--- src/rtl/lsu_axil_master.sv ---
// Load/store unit master: turns one M-stage memory request at a time into an
// AXI4-Lite read or write, formats store lanes and extends load data.
module lsu_axil_master #(
  parameter int unsigned ADDR_W = 32
) (
  input  logic              clk,
  input  logic              rst,
  // request side
  input  logic              req_valid,
  output logic              req_ready,
  input  logic              req_we,
  input  logic [ADDR_W-1:0] req_addr,
  input  logic [1:0]        req_size,
  input  logic              req_unsigned,
  input  logic [31:0]       req_wdata,
  // response side
  output logic              resp_valid,
  output logic [31:0]       resp_rdata,
  output logic              resp_err,
  // AXI4-Lite read address
  output logic [ADDR_W-1:0] araddr,
  output logic              arvalid,
  input  logic              arready,
  // AXI4-Lite read data
  input  logic [31:0]       rdata,
  input  logic [1:0]        rresp,
  input  logic              rvalid,
  output logic              rready,
  // AXI4-Lite write address
  output logic [ADDR_W-1:0] awaddr,
  output logic              awvalid,
  input  logic              awready,
  // AXI4-Lite write data
  output logic [31:0]       wdata,
  output logic [3:0]        wstrb,
  output logic              wvalid,
  input  logic              wready,
  // AXI4-Lite write response
  input  logic [1:0]        bresp,
  input  logic              bvalid,
  output logic              bready
);

  localparam int unsigned DATA_W = 32;
  localparam int unsigned STRB_W = DATA_W / 8;

  typedef enum logic [2:0] {
    S_IDLE,
    S_RADDR,
    S_RDATA,
    S_WRITE,
    S_WRESP,
    S_ERR
  } state_e;

  state_e              state_q,      state_d;
  logic                req_ready_q,  req_ready_d;
  logic [ADDR_W-1:0]   axi_addr_q,   axi_addr_d;
  logic [1:0]          lane_q,       lane_d;
  logic [1:0]          size_q,       size_d;
  logic                uns_q,        uns_d;
  logic                arvalid_q,    arvalid_d;
  logic                rready_q,     rready_d;
  logic                awvalid_q,    awvalid_d;
  logic                wvalid_q,     wvalid_d;
  logic                bready_q,     bready_d;
  logic [DATA_W-1:0]   wdata_q,      wdata_d;
  logic [STRB_W-1:0]   wstrb_q,      wstrb_d;
  logic                resp_valid_q, resp_valid_d;
  logic                resp_err_q,   resp_err_d;
  logic [DATA_W-1:0]   resp_rdata_q, resp_rdata_d;

  // Half needs addr[0]==0, word (and size 11) needs addr[1:0]==0.
  function automatic logic is_misaligned(input logic [1:0] size, input logic [1:0] lane);
    logic mis;
    mis = 1'b0;
    if (size == 2'b01)      mis = lane[0];
    else if (size != 2'b00) mis = (lane != 2'b00);
    return mis;
  endfunction

  // Select the addressed byte/half of the read word and extend it.
  function automatic logic [DATA_W-1:0] load_extract(input logic [DATA_W-1:0] d,
                                                     input logic [1:0] lane,
                                                     input logic [1:0] size,
                                                     input logic uns);
    logic [7:0]        b;
    logic [15:0]       h;
    logic [DATA_W-1:0] r;
    b = d[{lane, 3'b000} +: 8];
    h = d[{lane[1], 4'b0000} +: 16];
    case (size)
      2'b00:   r = uns ? {24'h0, b} : {{24{b[7]}}, b};
      2'b01:   r = uns ? {16'h0, h} : {{16{h[15]}}, h};
      default: r = d;
    endcase
    return r;
  endfunction

  // Next-state and next-output computation.
  always_comb begin
    state_d      = state_q;
    axi_addr_d   = axi_addr_q;
    lane_d       = lane_q;
    size_d       = size_q;
    uns_d        = uns_q;
    arvalid_d    = arvalid_q;
    rready_d     = rready_q;
    awvalid_d    = awvalid_q;
    wvalid_d     = wvalid_q;
    bready_d     = bready_q;
    wdata_d      = wdata_q;
    wstrb_d      = wstrb_q;
    resp_valid_d = 1'b0;
    resp_err_d   = 1'b0;
    resp_rdata_d = '0;

    unique case (state_q)
      S_IDLE: begin
        if (req_valid) begin
          axi_addr_d = {req_addr[ADDR_W-1:2], 2'b00};
          lane_d     = req_addr[1:0];
          size_d     = req_size;
          uns_d      = req_unsigned;
          case (req_size)
            2'b00: begin
              wdata_d = {4{req_wdata[7:0]}};
              wstrb_d = STRB_W'(4'b0001 << req_addr[1:0]);
            end
            2'b01: begin
              wdata_d = {2{req_wdata[15:0]}};
              wstrb_d = STRB_W'(4'b0011 << req_addr[1:0]);
            end
            default: begin
              wdata_d = req_wdata;
              wstrb_d = 4'b1111;
            end
          endcase
          if (is_misaligned(req_size, req_addr[1:0])) begin
            state_d = S_ERR;
          end else if (req_we) begin
            state_d   = S_WRITE;
            awvalid_d = 1'b1;
            wvalid_d  = 1'b1;
          end else begin
            state_d   = S_RADDR;
            arvalid_d = 1'b1;
          end
        end
      end
      S_RADDR: begin
        if (arready) begin
          arvalid_d = 1'b0;
          rready_d  = 1'b1;
          state_d   = S_RDATA;
        end
      end
      S_RDATA: begin
        if (rvalid) begin
          rready_d     = 1'b0;
          resp_valid_d = 1'b1;
          resp_err_d   = (rresp != 2'b00);
          resp_rdata_d = load_extract(rdata, lane_q, size_q, uns_q);
          state_d      = S_IDLE;
        end
      end
      S_WRITE: begin
        // AW and W retire independently; move on once both are gone.
        if (awvalid_q && awready) awvalid_d = 1'b0;
        if (wvalid_q && wready)   wvalid_d  = 1'b0;
        if (!awvalid_d && !wvalid_d) begin
          bready_d = 1'b1;
          state_d  = S_WRESP;
        end
      end
      S_WRESP: begin
        if (bvalid) begin
          bready_d     = 1'b0;
          resp_valid_d = 1'b1;
          resp_err_d   = (bresp != 2'b00);
          state_d      = S_IDLE;
        end
      end
      S_ERR: begin
        resp_valid_d = 1'b1;
        resp_err_d   = 1'b1;
        state_d      = S_IDLE;
      end
      default: begin
        state_d = S_IDLE;
      end
    endcase
  end

  assign req_ready_d = (state_d == S_IDLE);

  // State and output registers with synchronous reset.
  always_ff @(posedge clk) begin
    if (rst) begin
      state_q      <= S_IDLE;
      req_ready_q  <= 1'b1;
      axi_addr_q   <= '0;
      lane_q       <= '0;
      size_q       <= '0;
      uns_q        <= 1'b0;
      arvalid_q    <= 1'b0;
      rready_q     <= 1'b0;
      awvalid_q    <= 1'b0;
      wvalid_q     <= 1'b0;
      bready_q     <= 1'b0;
      wdata_q      <= '0;
      wstrb_q      <= '0;
      resp_valid_q <= 1'b0;
      resp_err_q   <= 1'b0;
      resp_rdata_q <= '0;
    end else begin
      state_q      <= state_d;
      req_ready_q  <= req_ready_d;
      axi_addr_q   <= axi_addr_d;
      lane_q       <= lane_d;
      size_q       <= size_d;
      uns_q        <= uns_d;
      arvalid_q    <= arvalid_d;
      rready_q     <= rready_d;
      awvalid_q    <= awvalid_d;
      wvalid_q     <= wvalid_d;
      bready_q     <= bready_d;
      wdata_q      <= wdata_d;
      wstrb_q      <= wstrb_d;
      resp_valid_q <= resp_valid_d;
      resp_err_q   <= resp_err_d;
      resp_rdata_q <= resp_rdata_d;
    end
  end

  assign req_ready  = req_ready_q;
  assign resp_valid = resp_valid_q;
  assign resp_rdata = resp_rdata_q;
  assign resp_err   = resp_err_q;
  assign araddr     = axi_addr_q;
  assign arvalid    = arvalid_q;
  assign rready     = rready_q;
  assign awaddr     = axi_addr_q;
  assign awvalid    = awvalid_q;
  assign wdata      = wdata_q;
  assign wstrb      = wstrb_q;
  assign wvalid     = wvalid_q;
  assign bready     = bready_q;

endmodule
--- config.mk ---
export PLATFORM = sky130hd
export DESIGN_NAME = lsu_axil_master
export DESIGN_NICKNAME = d
export VERILOG_FILES = /design/src/rtl/lsu_axil_master.sv
export SDC_FILE = /design/constraint.sdc
export NUM_CORES = 1
export LEC_CHECK = 0
export CAP_MARGIN = 20
export CORE_UTILIZATION = 40
export CTS_BUF_LIST = sky130_fd_sc_hd__clkbuf_8
export DETAILED_ROUTE_END_ITERATION = 10
export DONT_BUFFER_PORTS = 1
export GPL_TIMING_DRIVEN = 0
export SLEW_MARGIN = 15
export SYNTH_ARGS = -nofsm -noshare
export SYNTH_HDL_FRONTEND = slang
export SYNTH_SLANG_ARGS = --single-unit
--- constraint.sdc ---
create_clock -name clk -period 4.1 [get_ports clk]
set_input_delay 1.23 -clock clk [delete_from_list [all_inputs] [get_ports clk]]
set_output_delay 1.23 -clock clk [all_outputs]
set_load 0.01 [all_outputs]
==> results.cfg <==
[layout]
fill_cells = 1145
final_cell_mix = 127 x nand2_1, 114 x dfxtp_1, 62 x a21oi_1
drive_above_1_share = 0.146
diodes = 0
instances_no_fill = 754
layout.nets = 711
area_delta_synth_final_pct = 13.6
layout_commonest_cell = nand2_1
final_cell_area_um2 = 5530

[place]
dp_cells = 723
dpl_worst_slack_ns = 1.22
dpl_cell_area_um2 = 5050
globalplace.congestion = 0.826
dp_hpwl_um = 10800
port-buffer-count = 0

[min_path]
hold_class = flop to flop

[synth]
syn_area_um2 = 4860
async_flop_share = 0
ys_types = 48
ys_seq_area_frac = 0.469
ys_top_cells_by_area = dfxtp_1 47%, nand2_1 9.8%, a21oi_1 6.4%
synth_edf_count = 0
yosysTopAreaCellShare = 0.469
synth-seq-cells = 114
synth_area_leader_cell = dfxtp_1
yosysWarnings = 0
ys_dominant_reg_cell = dfxtp_1
syn_avg_cell_area_um2 = 8.43
postSynthCellCount = 577

[clocking]
cts_resized = 0
htree_levels = 4
cts_tree = built
clk_root_buffer_cell = clkbuf_8
ctsHoldBuffers = 0
clock_path_buffers = 2
clock_sinks = 114
numCtsBuffers = 17
path_clk_slew_ns = 0.07
clock_latency_ns = 0.44
cts_setup_buffers = 0

[floorplan]
die_w_um = 112
core_um2 = 11600
start_util = 0.419
die_height_um = 112
die_area_um2 = 12600
io_pins = 252
rows = 39

[global_route]
track_usage = 0.228
grt_overflow = 0
grt_max_degree = 17
grt_pass1_vias = 4094
grt_pass1_wl_um = 21700
grt_antenna_before_repair = 0

[pwr]
pwr_density_cell_nw_per_um2 = 530
peakVddDrop_mv = 0.217
p_leak_nw = 2.30

[drt]
drc = 18
drtPass1Iterations = 8
drt_iter0_drc = 378
routed_wl_um = 14400
ant_nets = 0
vias = 4154
wl_per_cell_um = 19.1
vias_per_cell = 5.51

[timing]
fin_crit_ns = 2.38
finalSetupViolations = 0
fmax_ghz = 0.420
drv_slew = 0
fin_ws_ns = 1.72
setup_tns_ns = 0
relSlewSlack = 0.491
fin_crit_sh = 0.581
final-hold-violation-count = 0
tightest_slew_ns = 0.759
grt_setup_unrepaired = no
finClkSkew_ns = 0.0113

[critical_path]
cp-start-kind = input port
endpoint_kind = flop
cp.arrival_ns = 2.74
critPathKind = input port to flop
crit_fanout = 10
required_ns = 4.46

[outcome]
violations = design-rule violations
status = complete, but fails checks

[flow_run]
maxCapViolCount = 0
-- synth_stat cells, drive strengths merged, types with 8 or more instances --
library cell  instances
a21oi                62
a311oi                8
mux2                  8
buf                  40
o21ai                29
mux2i                16
a21o                 16
a211oi                8
dfxtp               114
nor3                 11
nand2               127
nor2                 43
clkbuf               34
-- power breakdown --
part	total, mW	leakage, nW	switching [mW]	internal, mW
Sequential	1.30	0.932	0.105	1.19
Clock	1.25	0.243	0.445	0.807
Combinational	0.382	1.13	0.232	0.151
Total	2.93	2.30	0.782	2.15
-- per-layer routing --
layer  up-vias  global-route usage  wire (µm)
li1       1997                   -          -
met2       208               0.395       7030
met3        18               0.107       1530
met1      1931               0.244       5630
met4         0              0.0747        205
met5         -                   0          0
-- cell families after synthesis --
logic type             share of synthesized area
AO/OA/AOI/OAI                              0.194
buffers and inverters                     0.0929
flip-flops                                 0.469
multiplexers                              0.0607
other                                   0.000771
AND/OR/NAND/NOR                            0.183
-- through the flow --
step	util	hold WS, ns	total power [mW]
after floorplan	-	0.471	1.60
final	0.476	0.512	2.93
after global placement	0.435	0.492	1.69
after global routing	0.476	0.527	3.06
after CTS	0.476	0.513	2.95
after detailed placement	0.435	0.502	1.70
-- final cells by class --
type / count / area (µm²) / area share
Buffer: 74 / 425 / 0.0770
Clock buffer: 19 / 262 / 0.0473
Inverter: 7 / 26.3 / 0.00475
Sequential cell: 114 / 2280 / 0.413
Tap cell: 143 / 179 / 0.0324
Multi-Input combinational cell: 385 / 2140 / 0.387
Clock inverter: 12 / 211 / 0.0383
-- sequential cells by signal (all words and copies together) (netlist names), 2 cells and up --
| register | flops |
|---|---|
| araddr | 30 |
| lane_q | 2 |
| size_q | 2 |
| wstrb | 4 |
| resp_rdata | 32 |
| state_q | 3 |
| wdata | 32 |
-- final timing paths --
| check | slack [ns] | end | start | depth (start not counted) |
|---|---|---|---|---|
| worst max-delay path | 1.72 | wvalid | req_valid | 5 |
| worst max register to register | 2.06 | wvalid | state_q[1] | 5 |
| worst min register to register | 0.51 | wdata[25] | wdata[25] | 2 |
| worst min-delay path | 0.51 | wdata[25] | wdata[25] | 2 |
-- critical path, cell delays in order --
cell      delay [ns]
nand2b_1        0.06
nor3_2          0.58
clkbuf_1        0.46
nand3_1         0.23
a21oi_1         0.17
(Power assumes the default switching activity.)
